$ cat src/rtl/disp_sched.sv
// Display scheduler: measurement view, timed/blinking message preemption, scan strobe (DISP_LZB_EN: leading-zero blanking).
// Latency: inputs sampled at edge k appear on u/d/c/msg_busy after edge k+1; msg_done one cycle after the timeout tick.
// No backpressure: msg_req while a message is active is dropped; meas_load is always accepted.
module disp_sched #(
   parameter int unsigned SCAN_DIV    = 50000,
   parameter int unsigned MSG_TICKS   = 600,
   parameter int unsigned BLINK_TICKS = 150,
   parameter logic [4:0]  BLANK_CODE  = 5'd16
) (
   input  logic       clk,
   input  logic       rst,
   input  logic [4:0] meas_u,
   input  logic [4:0] meas_d,
   input  logic [4:0] meas_c,
   input  logic       meas_load,
   input  logic [4:0] msg_u,
   input  logic [4:0] msg_d,
   input  logic [4:0] msg_c,
   input  logic       msg_req,
   input  logic       msg_blink,
   output logic [4:0] u,
   output logic [4:0] d,
   output logic [4:0] c,
   output logic       scan_tick,
   output logic       msg_busy,
   output logic       msg_done
);

   localparam int DW = (SCAN_DIV    > 1) ? $clog2(SCAN_DIV)    : 1;
   localparam int HW = (MSG_TICKS   > 1) ? $clog2(MSG_TICKS)   : 1;
   localparam int PW = (BLINK_TICKS > 1) ? $clog2(BLINK_TICKS) : 1;

   localparam logic [DW-1:0] DIV_LAST   = DW'(SCAN_DIV - 1);
   localparam logic [HW-1:0] HOLD_LAST  = HW'(MSG_TICKS - 1);
   localparam logic [PW-1:0] PHASE_LAST = PW'(BLINK_TICKS - 1);

   typedef enum logic [1:0] {
      S_MEAS,
      S_MSG_ON,
      S_MSG_OFF
   } state_t;

   state_t        state;
   logic [DW-1:0] div_cnt;
   logic [HW-1:0] hold_cnt;
   logic [PW-1:0] phase_cnt;
   logic [4:0]    mreg_u, mreg_d, mreg_c;
   logic [4:0]    mlat_u, mlat_d, mlat_c;
   logic          blink_lat;
   logic          done_pend;
   logic [4:0]    view_u, view_d, view_c;

   // Digit view implied by the current state; registered into u/d/c below.
   always_comb begin
      view_u = mreg_u;
      view_d = mreg_d;
      view_c = mreg_c;
`ifdef DISP_LZB_EN
      if (mreg_c == 5'd0) begin
         view_c = BLANK_CODE;
         if (mreg_d == 5'd0) view_d = BLANK_CODE;
      end
`endif
      case (state)
         S_MSG_ON: begin
            view_u = mlat_u;
            view_d = mlat_d;
            view_c = mlat_c;
         end
         S_MSG_OFF: begin
            view_u = BLANK_CODE;
            view_d = BLANK_CODE;
            view_c = BLANK_CODE;
         end
         default: ;
      endcase
   end

   always_ff @(posedge clk) begin
      if (rst) begin
         state     <= S_MEAS;
         div_cnt   <= '0;
         hold_cnt  <= '0;
         phase_cnt <= '0;
         mreg_u    <= '0;
         mreg_d    <= '0;
         mreg_c    <= '0;
         mlat_u    <= '0;
         mlat_d    <= '0;
         mlat_c    <= '0;
         blink_lat <= 1'b0;
         done_pend <= 1'b0;
         u         <= BLANK_CODE;
         d         <= BLANK_CODE;
         c         <= BLANK_CODE;
         scan_tick <= 1'b0;
         msg_busy  <= 1'b0;
         msg_done  <= 1'b0;
      end else begin
         div_cnt   <= (div_cnt == DIV_LAST) ? '0 : div_cnt + DW'(1);
         scan_tick <= (div_cnt == DIV_LAST);

         if (meas_load) begin
            mreg_u <= meas_u;
            mreg_d <= meas_d;
            mreg_c <= meas_c;
         end

         done_pend <= 1'b0;
         case (state)
            S_MEAS: begin
               if (msg_req) begin
                  mlat_u    <= msg_u;
                  mlat_d    <= msg_d;
                  mlat_c    <= msg_c;
                  blink_lat <= msg_blink;
                  hold_cnt  <= '0;
                  phase_cnt <= '0;
                  state     <= S_MSG_ON;
               end
            end
            default: begin
               // Timeout wins over a blink toggle landing on the same tick.
               if (scan_tick) begin
                  if (hold_cnt == HOLD_LAST) begin
                     state     <= S_MEAS;
                     done_pend <= 1'b1;
                  end else begin
                     hold_cnt <= hold_cnt + HW'(1);
                     if (blink_lat) begin
                        if (phase_cnt == PHASE_LAST) begin
                           phase_cnt <= '0;
                           state     <= (state == S_MSG_ON) ? S_MSG_OFF : S_MSG_ON;
                        end else begin
                           phase_cnt <= phase_cnt + PW'(1);
                        end
                     end
                  end
               end
            end
         endcase

         u        <= view_u;
         d        <= view_d;
         c        <= view_c;
         msg_busy <= (state != S_MEAS);
         msg_done <= done_pend;
      end
   end

endmodule

$ cat config.mk
export PLATFORM = sky130hd
export DESIGN_NAME = disp_sched
export DESIGN_NICKNAME = d
export VERILOG_FILES = /design/src/rtl/disp_sched.sv
export SDC_FILE = /design/constraint.sdc
export NUM_CORES = 1
export LEC_CHECK = 0
export CORE_ASPECT_RATIO = 2
export CORE_MARGIN = 1.5
export CORE_UTILIZATION = 40
export CTS_CLUSTER_DIAMETER = 80
export DETAILED_ROUTE_END_ITERATION = 12
export DONT_BUFFER_PORTS = 1
export HOLD_SLACK_MARGIN = 0.1
export MAX_ROUTING_LAYER = met4
export PLACE_DENSITY = 0.53
export SLEW_MARGIN = 5
export SYNTH_ARGS = -nofsm -noshare
export SYNTH_HDL_FRONTEND = slang
export SYNTH_SLANG_ARGS = --single-unit
$ cat constraint.sdc
create_clock -name clk -period 1.8 [get_ports clk]
set_input_delay 0.36 -clock clk [delete_from_list [all_inputs] [get_ports clk]]
set_output_delay 0.36 -clock clk [all_outputs]
set_load 0.05 [all_outputs]
Word-level counts from Yosys, hierarchy flattened
Cells that the tools add are included.

operators by class
  add/subtract/negate cells = 3
  eq/ne operators = 7
  mux-type cells = 21
  bitwise logic cells = 1
  reduce and logical (&&, ||, !) cells = 12

operators by type and width
  kind                                                    count
  two-way mux 8 bit                                       6
  two-way mux 10 bit                                      4
  one-hot mux 5 bit (2 select lines)                      3
  adder 16 x 1 -> 16 bit (second input constant)          1
  equality test 16 bit (second input constant)            1
  two-way mux 2 bit                                       7
  adder 10 x 1 -> 10 bit (second input constant)          1
  equality test 10 bit (second input constant)            1
  adder 8 x 1 -> 8 bit (second input constant)            1
  equality test 8 bit (second input constant)             1
  AND reduction 4 bit                                     2
  nonzero test 2 bit                                      3
  nonzero test 3 bit                                      2
  AND reduction 3 bit                                     1
  OR reduction 3 bit                                      1
  equality test 2 x 1 -> 1 bit (second input constant)    1
  equality test 2 bit (second input constant)             1
  zero test 2 bit                                         1
  inequality test 2 x 1 -> 1 bit (second input constant)  1
  inequality test 2 bit (second input constant)           1
  AND reduction 2 bit                                     1
  OR reduction 2 bit                                      1
  two-way mux 1 bit                                       1
  NOT 1 bit                                               1

storage, ports and cells
  register bits = 86
  output and inout bits = 18
  word-level logic and storage cells = 62

Depth between registers and ports, before layout
  word-level depth = 7
  depth in mapped cells = 8

Least setup slack after synthesis
No wires, ideal clock.

  kind = register -> register
  start = reg hold_cnt[0]
  end = reg phase_cnt[3]
  library setup time = 59 ps
  arrival time = 1,979 ps
  required time = 1,741 ps
  path slack = -237 ps
  cell stages (with the launch flop) = 8
  period minus slack after synthesis = 2,037 ps
  path through = dfxtp_1 -> ha_1 -> and4bb_1 -> and3_4 -> or4_1 -> buf_2 -> or3b_1 -> nand2_1

between the ends
  longest elaborated chain between the ends = 3

ends and longest elaborated chain
  what                                      RTL line  text
  start: declaration                        45        logic [HW-1:0] hold_cnt;
  start signal: assignment                  129       hold_cnt <= hold_cnt + HW'(1);
  equality test 10 bit                      125       if (hold_cnt == HOLD_LAST) begin
  inequality test 2 x 1 -> 1 bit (no line)  --
  AND reduction 4 bit (no line)             --
  end signal: assignment                    135       phase_cnt <= phase_cnt + PW'(1);
  end: declaration                          46        logic [PW-1:0] phase_cnt;

No other way between the ends.
A chain may end at the register's enable or synchronous reset.

Worst setup path in the final report
  start = reg hold_cnt[1]
  end = reg phase_cnt[3]

Same word-level chain as after synthesis.

==> results.txt <==
DR vias: 2,764
vias per cell: 5.23
grt ovf: 0
GRT Total Usage: 0.193
Total Wirelength: 8250 um
Residual DRC: 0
die area: 0.00939 sq mm
DRT iter0 DRCs: 113
total CTS buffers: 9
root buffer cell: clkbuf_16
crit path to: phase_cnt[3]$_SDFFE_PP0P_
first-pass GRT wire length: 13,700 um
CP cell instances: ha_4 > and4bb_1 > and3_4 > or4_4 > or3b_1 > nand2_1
CTS tree: built
Post-DP HPWL: 5890 um
fillcell total: 833
clock buffer depth: 2
status: finished with violations
Pre-antenna DRT Iters: 4
CP Buf/Inv Count: 0
power density over the cells: 1040 mW/mm^2
post-place setup slack: -0.0616 ns
most numerous cell in the Yosys netlist: dfxtp_1
core area: 0.00859 sq mm
violated checks: setup timing
PortBufs: 0
DR WL/cell: 15.6 um
die width: 69.3 um
Hold Violations, Final: 0
hold_ws: 0.138 ns
Critical Path Start: hold_cnt[1]$_SDFFE_PP0P_
Top Family by Delay on Critical Path: simple AND/OR/NAND/NOR gates
crit path max-delay cell type: or4_4
instance count on the critical path: 6
clock sink total: 86
max_slew headroom: 0.466
share of the synthesized area in the top cell type: 0.490
static leakage: 1.60 nW
post-synth cell types: 41
Worst Skew: 0.00571 ns
Slew @ Worst Pin: 0.799 ns
M3 GR Usage: 0.0417
crit path capture type: flop
Antenna Cells: 0
warnings from Yosys: 0
Hold WC Path Type: in -> reg
antenna violations before repair: 0
most area-hungry cell type in the Yosys netlist: dfxtp_1
die height: 136 um
CTS H-tree depth: 3
post-synthesis cell area: 0.00351 sq mm
final max-slew violation count: 0
Syn Area/Cell: 8.74 sq um
Area Overhead vs Synth: 18.9%
Fmax achieved: 545 MHz
# setup viols final: 1
Clk Latency, worst-skew pair: 0.33 ns
vias in the first global route: 2,926
#FFs+latches synth: 86
Synth area leaders: dfxtp_1 (49%), nor2_1 (6.1%), a21oi_1 (5.4%)
Worst EP required: 2.08 ns
utilization after layout: 0.486
FF-to-FF setup slack: -0.04 ns
post-route ant nets: 0
pin count of the biggest net entering global routing: 32
Initial Util: 0.409
Worst R2R Start: hold_cnt[1]$_SDFFE_PP0P_
Reg2Reg Capture Point: phase_cnt[3]$_SDFFE_PP0P_
Peak VDD IR: 0.482 mV
met2 Track Usage GR: 0.367
final setup slack of the worst path: -0.0359 ns
Worst-path clk slew: 0.06 ns
Mapped Cells: 402
final layout net count: 465
layout cells sized above 1: 0.145
Final GP Congestion: 0.825
EDFF count, synth: 0
clock share of power: 0.432
top_reg_cell synth: dfxtp_1
sequential-to-total area share from yosys stat: 0.490
fraction of registers with async set/reset: 0
sequential share of power: 0.485
NetSw: 1.10 mW
startpoint types: flop
met1 Use GR: 0.179
largest family of logic cells by synthesized area: simple AND/OR/NAND/NOR gates
RSZ-0062 raised after global routing: true
Sw Ratio: 0.252
multiplexer share of the synthesized area: 0.0513
busiest grt layer: met2
fin crit share: 1.02
IO Pins: 53
Internal: 3.26 mW
Compound-Gate Fraction of Synth Area: 0.0883
Critical Path AT: 2.12 ns
Setup TNS: -0.0359 ns
Mapped Nets: 444
xor/xnor share of the synthesized area: 0.0548
Worst path max stage delay: 0.51 ns
Gate power share: 0.082
Post-Synth Adder-Cell Area: 0.0249
Commonest cells post-synth: dfxtp_1 (86), nor2_1 (57), nand2_1 (45)
Synth Area in Simple Gates: 0.260
critical path class: reg -> reg
Tmin final: 1.84 ns
R2R depth: 6
Max Cap Viol: 0
Max Fanout on Critical Path: 2
Cell Rows: 48
[how the worst min path moves through the flow]
stage	start	endpoint	slack, ns	cells past startpoint
6_report	rst	phase_cnt[2]$_SDFFE_PP0P_	0.14	1
5_1_grt	rst	phase_cnt[2]$_SDFFE_PP0P_	0.13	1
4_1_cts	rst	d[4]$_SDFF_PP1_	0.12	1
3_5_place_dp	div_cnt[0]$_SDFF_PP0_	div_cnt[0]$_SDFF_PP0_	0.44	1
3_3_place_gp	div_cnt[0]$_SDFF_PP0_	div_cnt[0]$_SDFF_PP0_	0.43	1
2_1_floorplan	div_cnt[0]$_SDFF_PP0_	div_cnt[0]$_SDFF_PP0_	0.41	1
[cells by family (layout without fill, tap and decap cells)]
family	count (synthesis)	after routing
AND/OR/NAND/NOR	185	185
flip-flops	86	86
AO/OA/AOI/OAI	56	56
buffers and inverters	28	54
XOR/XNOR	22	22
multiplexers	18	18
adder cells (fa/ha/maj)	7	7
[cell type report]
type | count | area, sq um | share of cell area
timing repair buffer | 31 | 251 | 0.0602
tap | 100 | 125 | 0.0299
inverter | 7 | 26.3 | 0.00629
clock buffer | 10 | 239 | 0.0572
sequential | 86 | 1720 | 0.413
clock inverter | 6 | 67.6 | 0.0162
multi-input combinational | 288 | 1740 | 0.417
[cell usage in the layout (no fill, tap or decap), drive strengths merged, types with 4 or more instances in the layout]
cell type  count
nand3         22
and3           8
a21oi         38
dfxtp         86
inv            9
ha             7
nand3b         6
nand2b        19
nor2b          5
mux2i         18
nand4          5
clkbuf        10
nor2          57
o21ai          4
nand2         45
xor2          13
buf           30
xnor2          9
[power by group through the flow]
stage | Combinational [mW] | Clock, mW | Sequential, mW
final | 0.359 | 1.89 | 2.12
after global routing | 0.411 | 2.02 | 2.13
after CTS | 0.362 | 1.94 | 2.12
after detailed placement | 0.335 | 0 | 2.16
after global placement | 0.332 | 0 | 2.16
after floorplan | 0.263 | 0 | 2.14
[registers in the layout (all words and copies together), names as in the netlist]
signal,flops
d,5
mlat_c,5
mlat_d,5
mreg_c,5
msg_busy,1
c,5
mreg_d,5
div_cnt,16
mlat_u,5
blink_lat,1
hold_cnt,10
done_pend,1
u,5
mreg_u,5
phase_cnt,8
scan_tick,1
msg_done,1
state,2
[repair_timing]
action                                  in CTS  in global routing
endpoints found under the setup margin       5                 26
gates resized for setup                      4                  8
pin swaps                                    1                  0
hold buffers                                 2                  0
buffers inserted                             1                  0
endpoints found under the hold margin       31                  0
[stage by stage]
| step | power (mW) | area (sq um) | cells |
|---|---|---|---|
| floorplan | 2.41 | 3520 | 402 |
| global placement | 2.49 | 3770 | 509 |
| detailed placement | 2.50 | 3770 | 509 |
| CTS | 4.42 | 4140 | 528 |
| global route | 4.56 | 4180 | 528 |
| finish | 4.36 | 4180 | 528 |
[routing by layer]
metal,part of all wire,wire length (um),up-vias
met5,0,0,-
met3,0.031,254,15
met1,0.37,3060,1301
met2,0.57,4700,50
li1,-,-,1398
met4,0.029,241,0
No activity file was read; power rests on OpenSTA's default activity.
